===== config.mk =====
export PLATFORM = sky130hd
export DESIGN_NAME = seg595_scan
export DESIGN_NICKNAME = d
export VERILOG_FILES = /design/src/rtl/seg595_scan.sv
export SDC_FILE = /design/constraint.sdc
export NUM_CORES = 1
export LEC_CHECK = 0
export ABC_AREA = 1
export CAP_MARGIN = 10
export CELL_PAD_IN_SITES_DETAIL_PLACEMENT = 2
export CELL_PAD_IN_SITES_GLOBAL_PLACEMENT = 2
export CORE_ASPECT_RATIO = 0.8
export CORE_UTILIZATION = 30
export DETAILED_ROUTE_END_ITERATION = 12
export PLACE_DENSITY = 0.7
export REMOVE_ABC_BUFFERS = 1
export SLEW_MARGIN = 20
export SYNTH_ARGS = -nofsm -noshare
export SYNTH_HDL_FRONTEND = slang
export SYNTH_SLANG_ARGS = --single-unit

===== constraint.sdc =====
create_clock -name clk -period 14.9 [get_ports clk]
set_clock_uncertainty 0.15 [all_clocks]
set_input_delay 2.98 -clock clk [delete_from_list [all_inputs] [get_ports clk]]
set_output_delay 2.98 -clock clk [all_outputs]
set_load 0.01 [all_outputs]

===== src/rtl/seg595_scan.sv =====
// seg595_scan: multiplexed 7-segment scanner for a 74HC595 chain.
// Each digit is sent as a 16-bit word {segment byte, one-hot select byte},
// MSB first, then latched. New display content is taken through a
// valid/ready port into a single pending slot and only becomes visible at
// the start of a frame, so a frame never shows a mix of old and new values.
module seg595_scan #(
   parameter int DIGITS = 8,
   parameter int DIV    = 512,
   parameter bit SEG_AL = 1'b1
) (
   input  logic                clk,
   input  logic                rst,
   input  logic [4*DIGITS-1:0] upd_hex,
   input  logic [DIGITS-1:0]   upd_dp,
   input  logic [DIGITS-1:0]   upd_blank,
   input  logic                upd_valid,
   output logic                upd_ready,
   output logic                segdata,
   output logic                shclk,
   output logic                stclk,
   output logic                frame_done
);
   localparam int DW = $clog2(DIV);
   localparam int IW = (DIGITS > 1) ? $clog2(DIGITS) : 1;
   localparam logic [DW-1:0] DIV_LAST   = DW'(DIV - 1);
   localparam logic [IW-1:0] DIGIT_LAST = IW'(DIGITS - 1);

   typedef enum logic [1:0] {LOAD, SHIFT, LATCH, GAP} state_t;
   state_t state, state_next;

   logic [DW-1:0]       div_cnt;
   logic                tick;
   logic [IW-1:0]       digit;
   logic [4:0]          bit_cnt;
   logic [15:0]         word;
   logic [4*DIGITS-1:0] act_hex, pend_hex, src_hex;
   logic [DIGITS-1:0]   act_dp, pend_dp, src_dp;
   logic [DIGITS-1:0]   act_blank, pend_blank, src_blank;
   logic                pend_full;
   logic                commit;
   logic [7:0]          seg_all [DIGITS];
   logic [7:0]          sel;

   // Segment byte in common-anode polarity, then flipped for common cathode.
   function automatic logic [7:0] seg_byte(input logic [3:0] h, input logic dp, input logic blank);
      logic [7:0] s;
      case (h)
         4'h0: s = 8'hC0;
         4'h1: s = 8'hF9;
         4'h2: s = 8'hA4;
         4'h3: s = 8'hB0;
         4'h4: s = 8'h99;
         4'h5: s = 8'h92;
         4'h6: s = 8'h82;
         4'h7: s = 8'hF8;
         4'h8: s = 8'h80;
         4'h9: s = 8'h90;
         4'hA: s = 8'h88;
         4'hB: s = 8'h83;
         4'hC: s = 8'hC6;
         4'hD: s = 8'hA1;
         4'hE: s = 8'h86;
         default: s = 8'h8E;
      endcase
      if (dp) s[7] = 1'b0;
      if (blank) s = 8'hFF;
      return SEG_AL ? s : ~s;
   endfunction

   assign tick      = (div_cnt == DIV_LAST);
   assign commit    = tick && (state == LOAD) && (digit == '0);
   assign upd_ready = ~pend_full;
   assign sel       = 8'd1 << digit;

   // Tick divider: one tick every DIV clocks, half a shift-clock period.
   always_ff @(posedge clk or posedge rst) begin
      if (rst) div_cnt <= '0;
      else     div_cnt <= tick ? '0 : div_cnt + DW'(1);
   end

   // Digit 0's word must already see content being committed on this tick.
   always_comb begin
      src_hex   = act_hex;
      src_dp    = act_dp;
      src_blank = act_blank;
      if (commit && pend_full) begin
         src_hex   = pend_hex;
         src_dp    = pend_dp;
         src_blank = pend_blank;
      end
   end

   for (genvar gi = 0; gi < DIGITS; gi++) begin : g_seg
      // Encoded segment byte for each digit of the source buffer.
      always_comb seg_all[gi] = seg_byte(src_hex[4*gi +: 4], src_dp[gi], src_blank[gi]);
   end

   // Pending slot capture and frame-boundary commit to the active buffer.
   always_ff @(posedge clk or posedge rst) begin
      if (rst) begin
         pend_full  <= 1'b0;
         pend_hex   <= '0;
         pend_dp    <= '0;
         pend_blank <= '0;
         act_hex    <= '0;
         act_dp     <= '0;
         act_blank  <= '1;
      end else if (commit && pend_full) begin
         act_hex    <= pend_hex;
         act_dp     <= pend_dp;
         act_blank  <= pend_blank;
         pend_full  <= 1'b0;
      end else if (upd_valid && upd_ready) begin
         pend_hex   <= upd_hex;
         pend_dp    <= upd_dp;
         pend_blank <= upd_blank;
         pend_full  <= 1'b1;
      end
   end

   // Scan state register.
   always_ff @(posedge clk or posedge rst) begin
      if (rst) state <= LOAD;
      else     state <= state_next;
   end

   // Next-state logic; the machine only moves on tick clocks.
   always_comb begin
      state_next = state;
      if (tick) begin
         case (state)
            LOAD:    state_next = SHIFT;
            SHIFT:   if (bit_cnt == 5'd31) state_next = LATCH;
            LATCH:   state_next = GAP;
            GAP:     state_next = LOAD;
            default: state_next = LOAD;
         endcase
      end
   end

   // Word load, serial shifting, latch strobe and digit/frame sequencing.
   always_ff @(posedge clk or posedge rst) begin
      if (rst) begin
         digit      <= '0;
         bit_cnt    <= '0;
         word       <= '0;
         segdata    <= 1'b0;
         shclk      <= 1'b0;
         stclk      <= 1'b0;
         frame_done <= 1'b0;
      end else begin
         frame_done <= 1'b0;
         if (tick) begin
            case (state)
               LOAD: begin
                  word    <= {seg_all[digit], sel};
                  bit_cnt <= '0;
               end
               SHIFT: begin
                  bit_cnt <= bit_cnt + 5'd1;
                  if (!bit_cnt[0]) begin
                     // even tick: present next bit (MSB first) with shclk low
                     shclk   <= 1'b0;
                     segdata <= word[~bit_cnt[4:1]];
                  end else begin
                     shclk   <= 1'b1;
                  end
               end
               LATCH: begin
                  stclk <= 1'b1;
                  shclk <= 1'b0;
               end
               GAP: begin
                  stclk <= 1'b0;
                  if (digit == DIGIT_LAST) begin
                     digit      <= '0;
                     frame_done <= 1'b1;
                  end else begin
                     digit      <= digit + IW'(1);
                  end
               end
               default: ;
            endcase
         end
      end
   end
endmodule


==> results of run 1 <==
## registers in the layout (all words and copies together) (netlist names)
| register | count |
|---|---|
| bit_cnt | 5 |
| state | 2 |
| act_dp | 8 |
| segdata | 1 |
| div_cnt | 9 |
| word | 16 |
| shclk | 1 |
| stclk | 1 |
| pend_dp | 8 |
| digit | 3 |
| pend_blank | 8 |
| pend_hex | 32 |
| act_blank | 8 |
| pend_full | 1 |
| act_hex | 32 |
| frame_done | 1 |
## cells in the mapped netlist
library cell	n	area (um2)
clkbuf_1	12	45.0
nand3b_1	1	7.51
o211ai_2	5	62.6
buf_2	15	75.1
buf_1	2	7.51
nand3_1	186	931
clkinv_1	3	11.3
nor2_1	97	364
dfrtp_1	128	3200
nand2_4	1	11.3
inv_1	124	465
nand2_2	11	68.8
o31ai_1	6	45.0
nor2_2	5	31.3
a41oi_1	1	8.76
nor2_4	2	22.5
inv_2	11	41.3
nand3_2	2	20.0
o21ai_4	3	48.8
o21ai_1	18	90.1
o21ai_0	33	165
o211ai_1	8	60.1
ha_1	71	888
buf_4	2	15.0
o21a_1	1	7.51
buf_6	4	45.0
o22ai_1	3	18.8
mux2_2	15	169
xor2_1	1	8.76
o21ai_2	3	26.3
nand3_4	1	17.5
nand4_1	1	6.26
nand2_1	290	1090
o221ai_1	2	17.5
nor3_1	4	20.0
a21oi_1	46	230
dfstp_2	8	210
## power groups by stage
stage               registers (mW)  clock network [mW]  logic, mW
floorplan                    0.376                   0    0.00542
global placement             0.376                   0     0.0221
detailed placement           0.376                   0     0.0222
CTS                          0.369               0.454     0.0223
global route                 0.369               0.467     0.0239
finish                       0.369               0.439     0.0212
## layer usage
layer | part of all wire [%] | wire (um) | track usage [%] | up-vias
met5 | 0 | 0 | 0 | -
li1 | - | - | - | 3717
met3 | 2.0 | 551 | 3.26 | 27
met1 | 50 | 13600 | 27.1 | 3744
met4 | 1.4 | 382 | 4.88 | 0
met2 | 46 | 12400 | 31.8 | 67
## layout make-up
cell class / instances / area share (%)
Multi-Input combinational cell: 817 / 44.4
Sequential cell: 136 / 34.1
Timing Repair Buffer: 60 / 5.88
Inverter: 138 / 5.23
Tap cell: 364 / 4.55
Clock buffer: 22 / 4.54
Clock inverter: 9 / 1.28
## critical path: cells and delay by family, from the launching register on
| family | cells | cell delay, ns |
|---|---|---|
| DFF | 1 | 0.37 |
| AOI/OAI and AO/OA | 1 | 0.53 |
| adders and majority gates | 3 | 0.87 |
| buffers and inverters | 3 | 1.02 |
| and+or+nand+nor | 14 | 2.01 |
## cell families (layout without fill, tap and decap cells)
| kind of cell | after synthesis | after routing | synth area share [%] |
|---|---|---|---|
| DFF | 136 | 136 | 39.9 |
| buffers and inverters | 173 | 229 | 8.25 |
| adders and majority gates | 71 | 71 | 10.4 |
| muxes | 15 | 15 | 1.97 |
| AOI/OAI and AO/OA | 129 | 129 | 9.13 |
| and+or+nand+nor | 601 | 601 | 30.3 |
| xor gates and xnor gates | 1 | 1 | 0.102 |
## final timing paths
path	to	slack, ns	cells after the start
min in group asynchronous	pend_hex[7]	2.94	2
min	div_cnt[0]	0.31	1
max reg2reg	word[13]	9.80	21
max	word[13]	9.80	21
max in group asynchronous	pend_hex[24]	10.46	3
min reg2reg	div_cnt[0]	0.31	1
==> summary.md, run 1 <==
| Metric | Value |
|---|---|
| Max VDD drop | 77.8 uV |
| Worst path arrival time | 5.27 ns |
| Worst hold slack | 0.312 ns |
| Slew Limit Fails | 0 |
| Design area | 10000 um2 |
| Synth Register Bits | 136 |
| Worst setup path category | reg -> reg |
| DP Cell Count | 1515 |
| Final core utilization | 36.2% |
| Worst Min Path Start | div_cnt[0] |
| Share of post-route cells with drive strength above 1 | 8.54% |
| Total track usage | 19.7% |
| Worst Tran Pin Value | 0.855 ns |
| Die area | 29200 um2 |
| CTS Hold Buffers Added | 0 |
| Power density cells | 82.9 nW/um2 |
| Unrepaired setup endpoints after global routing | no |
| Clk slew on worst S/H paths | 0.06 ns |
| Area of the multi-input gates | 4440 um2 |
| Crit start category | register |
| Core ar. | 27600 um2 |
| Synth Warn # | 0 |
| Min Tclk post-route | 5.10 ns |
| GPL Wtd Cong | 0.781 |
| Die Height | 153 um |
| CTS tree | done |
| Logic pwr share | 2.6% |
| Fin nets | 1292 |
| First-pass GRT wire length | 45.3 mm |
| Worst path slowest cell | buf_4 |
| Initial Util | 31.0% |
| Root Buffer | clkbuf_16 |
| Die width | 191 um |
| Vias/cell | 4.89 |
| Crit share post-route | 34.2% |
| Most common cell on crit path | nand3_1 |
| Largest net degree at the start of global routing | 87 |
| Sw Ratio | 22.0% |
| Placed Area | 9420 um2 |
| Commonest non-fill, non-tap cell in the layout | nand2_1 |
| CP Launch Point | div_cnt[0] |
| CP required | 15.06 ns |
| FILL cells | 3239 |
| Max Cap Viol | 0 |
| Sw power | 182 uW |
| Final setup vio count | 0 |
| Sequential standard cell area | 3410 um2 |
| TNS Setup | 0 ns |
| Peak fanout along the critical path | 61 |
| Synthesis-to-layout area growth | 17.0% |
| CTS Buf Count | 17 |
| Diodes inserted | 0 |
| HPWL after detailed placement | 19.3 mm |
| Num Clock Sinks | 136 |
| Post-Layout Cell Count | 1546 |
| Most frequent cells in the layout | nand2_1, nand3_1, dfrtp_1 |
| Post-Syn Instances | 1126 |
| Status | finished clean |
| Sequential area share after synthesis | 39.9% |
| Hold Crit Class | reg -> reg |
| R2r startpoint | div_cnt[0] |
| Worst-path cell chain | ha_1, nand2_1, nor2_1, nand3_1, nor3_1, ha_1, nand2_4, inv_2, nand3_4, buf_4, o21ai_1, inv_1, ha_1, nand3_1, nand2_1, nand2_1, nand3_1, nand3_1, nand3_1, nand3_1, nand2_1 |
| Reg power frac | 44.5% |
| Drt pass-1 iters | 4 |
| Clk buf depth | 2 |
| Via count | 7555 |
| Io pins | 56 |
| Post-route worst setup slack | 9.80 ns |
| PostCTS Resize Cnt | 0 |
| CTS H-tree lvls | 4 |
| Routed Antenna Nets | 0 |
| Initial antenna violation count | 0 |
| Critical path endpoint category | register |
| Synth Cell Area | 8550 um2 |
| Final hold viol count | 0 |
| 1st-iter DRT viols | 271 |
| Share of total power in the clock network | 52.9% |
| Routed WL | 26.9 mm |
| DR WL/cell | 17.4 um |
| Synth Area per Inst | 7.60 um2 |
| Place WS | 9.73 ns |
| Setup repair bufs after CTS | 0 |
| Leakage power | 5.13 nW |
| Vias in the first global route | 8361 |
| Total power | 830 uW |
| Max Clock Freq | 196 MHz |
| FP Rows | 54 |
| Clk_lat worst skew | 0.44 ns |
| Buffers on Ports | 55 |
| Unique cell type count in the Yosys netlist | 37 |
| Slew margin rel. | 42.8% |
| Global route overflow | 0 |
| Int Pwr | 647 uW |
| DRC | 0 |
| Max stage delay on crit path | 0.55 ns |
(Power assumes the default switching activity.)
==> run 2, diff against run 1 <==
Settings changed: PLACE_DENSITY 0.7 to 0.73.
Clock period 14.9 ns to 4.6 ns, I/O delays scaled along.
==> run 2 against run 1 <==
Clock power increased to 3.0 times the previous value. Combinational power increased to 3.3 times the previous value. Register-to-register slack got worse by 9.4 ns. Routed wire length increased by 1.5%. Final cell count increased by 1.2%. Sequential power increased to 3.3 times the previous value. Worst setup slack got worse by 9.4 ns. Maximum frequency increased by 22%. Non-clock buffer count increased by 18. Utilization increased by 0.42 points. Design area increased by 1.2%.
==> summary.md, run 2 (same netlist as run 1, synthesis figures left out) <==
| Metric | Value |
|---|---|
| R2R depth | 22 |
| Reg2reg end | word[8] |
| Synthesis-to-layout area growth | 18.3% |
| Clk slew on worst S/H paths | 0.07 ns |
| Die area | 29200 um2 |
| Power density cells | 255 nW/um2 |
| Fin nets | 1310 |
| Die Height | 153 um |
| Global route overflow | 0 |
| Slew margin rel. | 48.7% |
| Worst Tran Pin Value | 0.769 ns |
| Peak fanout along the critical path | 26 |
| R2r setup slk | 0.42 ns |
| Die width | 191 um |
| Setup repair bufs after CTS | 0 |
| Hold Crit Class | reg -> reg |
| Largest net degree at the start of global routing | 68 |
| Via count | 7718 |
| Buffers on Ports | 55 |
| R2r startpoint | div_cnt[0] |
| CTS Hold Buffers Added | 0 |
| PostCTS Resize Cnt | 0 |
| Leakage power | 5.19 nW |
| Root Buffer | clkbuf_16 |
| Hold EP | div_cnt[0] |
| Max VDD drop | 262 uV |
| Total track usage | 20.2% |
| TNS Setup | 0 ns |
| Final hold viol count | 0 |
| Routed WL | 27.4 mm |
| Hold depth | 1 |
| CTS Buf Count | 17 |
| Min Tclk post-route | 4.18 ns |
| Diodes inserted | 0 |
| Critical path endpoint category | register |
| Max Cap Viol | 0 |
| Crit start category | register |
| Top Registers | act_hex x32, pend_hex x32, word x16 |
| FILL cells | 3287 |
| Routed Antenna Nets | 0 |
| Worst path arrival time | 4.36 ns |
| Final setup vio count | 0 |
| Initial Util | 31.0% |
| Vias/cell | 4.93 |
| Commonest non-fill, non-tap cell in the layout | nand2_1 |
| Crit share post-route | 90.9% |
| Sequential standard cell area | 3410 um2 |
| Total power | 2.58 mW |
| DRC | 0 |
| CTS H-tree lvls | 4 |
| Clk buf depth | 2 |
| GPL Wtd Cong | 0.818 |
| Max Clock Freq | 239 MHz |
| DR WL/cell | 17.5 um |
| 1st-iter DRT viols | 304 |
| Unrepaired setup endpoints after global routing | no |
| Io pins | 56 |
| Drt pass-1 iters | 4 |
| CP required | 4.78 ns |
| Vias in the first global route | 8405 |
| Core ar. | 27600 um2 |
| Most frequent cells in the layout | nand2_1, nand3_1, dfrtp_1 |
| Worst hold slack | 0.333 ns |
| Share of post-route cells with drive strength above 1 | 10.3% |
| Clk_lat worst skew | 0.44 ns |
| HPWL after detailed placement | 20.2 mm |
| Area of the multi-input gates | 4440 um2 |
| FP Rows | 54 |
| Initial antenna violation count | 0 |
| Slew Limit Fails | 0 |
| Worst setup path category | reg -> reg |
| Num Clock Sinks | 136 |
| CTS tree | done |
| First-pass GRT wire length | 46.1 mm |
| Worst Min Path Start | div_cnt[0] |
| Status | finished clean |
[run 2: cell count changes in the layout (fill, tap and decap cells not counted), moves of 3 or more]
cell / previous run / this run
buf_4: 5 / 22
bufinv_16: 3 / 0
clkbuf_1: 4 / 0
clkinvlp_4: 0 / 5
inv_6: 1 / 4
[run 2: area by class of cell]
type	instances	area share (%)
well taps	364	4.50
clock inverters	13	0.952
flip-flops and latches	136	33.7
inverters	138	5.17
multi-input cells	817	43.9
repair buffers	78	7.27
clock buffers	19	4.48
[run 2: worst max-delay path by stage]
stage | startpoint | end | slack [ns] | depth (start not counted)
after global routing | div_cnt[0] | word[8] | 0.05 | 22
after global placement | div_cnt[0] | word[8] | 0.71 | 22
final | div_cnt[0] | word[8] | 0.42 | 22
after floorplan | rst | act_dp[0] | -0.1 | 1
after detailed placement | div_cnt[0] | word[8] | 0.50 | 22
after CTS | div_cnt[0] | word[8] | 0.41 | 22
[run 2: report_power, final]
part	switching (mW)	internal [mW]	leakage, nW
Clock	0.591	0.720	0.258
Sequential	0	1.20	1.68
Combinational	0.0320	0.0387	3.25
Total	0.623	1.95	5.19
[run 2: stage by stage]
step	instance area (um2)	util (%)	setup WS [ns]	std cells
after floorplan	8370	-	-0.0962	1091
after global placement	9570	34.6	0.707	1533
after detailed placement	9570	34.6	0.504	1533
after CTS	10100	36.6	0.410	1565
after global routing	10100	36.6	0.0506	1565
final	10100	36.6	0.419	1565
[run 2: layer usage]
metal,GRT usage [%],share of wire [%],vias up,wire [um]
li1,-,-,3756,-
met2,32.4,46,70,12500
met5,0,0,-,0
met4,5.45,1.1,0,291
met1,28.3,51,3867,14000
met3,2.82,2.0,25,551
[run 2: worst max-delay path, stage by stage, from the launching register on]
cell and delay (ns):
dfrtp_1 0.39, ha_1 0.18, nand2_1 0.07, nor2_1 0.20, nand3_1 0.15, nor3_1 0.20, ha_1 0.26, nand2_4 0.07
buf_4 0.22, nor2_4 0.28, buf_4 0.28, nand3_1 0.10, nand2_1 0.24, inv_1 0.20, ha_1 0.27, nand3_1 0.10
nor2_1 0.04, nor2_1 0.17, nand3_1 0.09, nand3_1 0.10, nand3_1 0.11, nand3_1 0.10, nand2_1 0.07
==> run 3, diff against run 2 <==
Settings changed: TNS_END_PERCENT from default to 5.
==> results of run 3 <==
No change in the layout: final DEF, timing and power equal those of run 2.
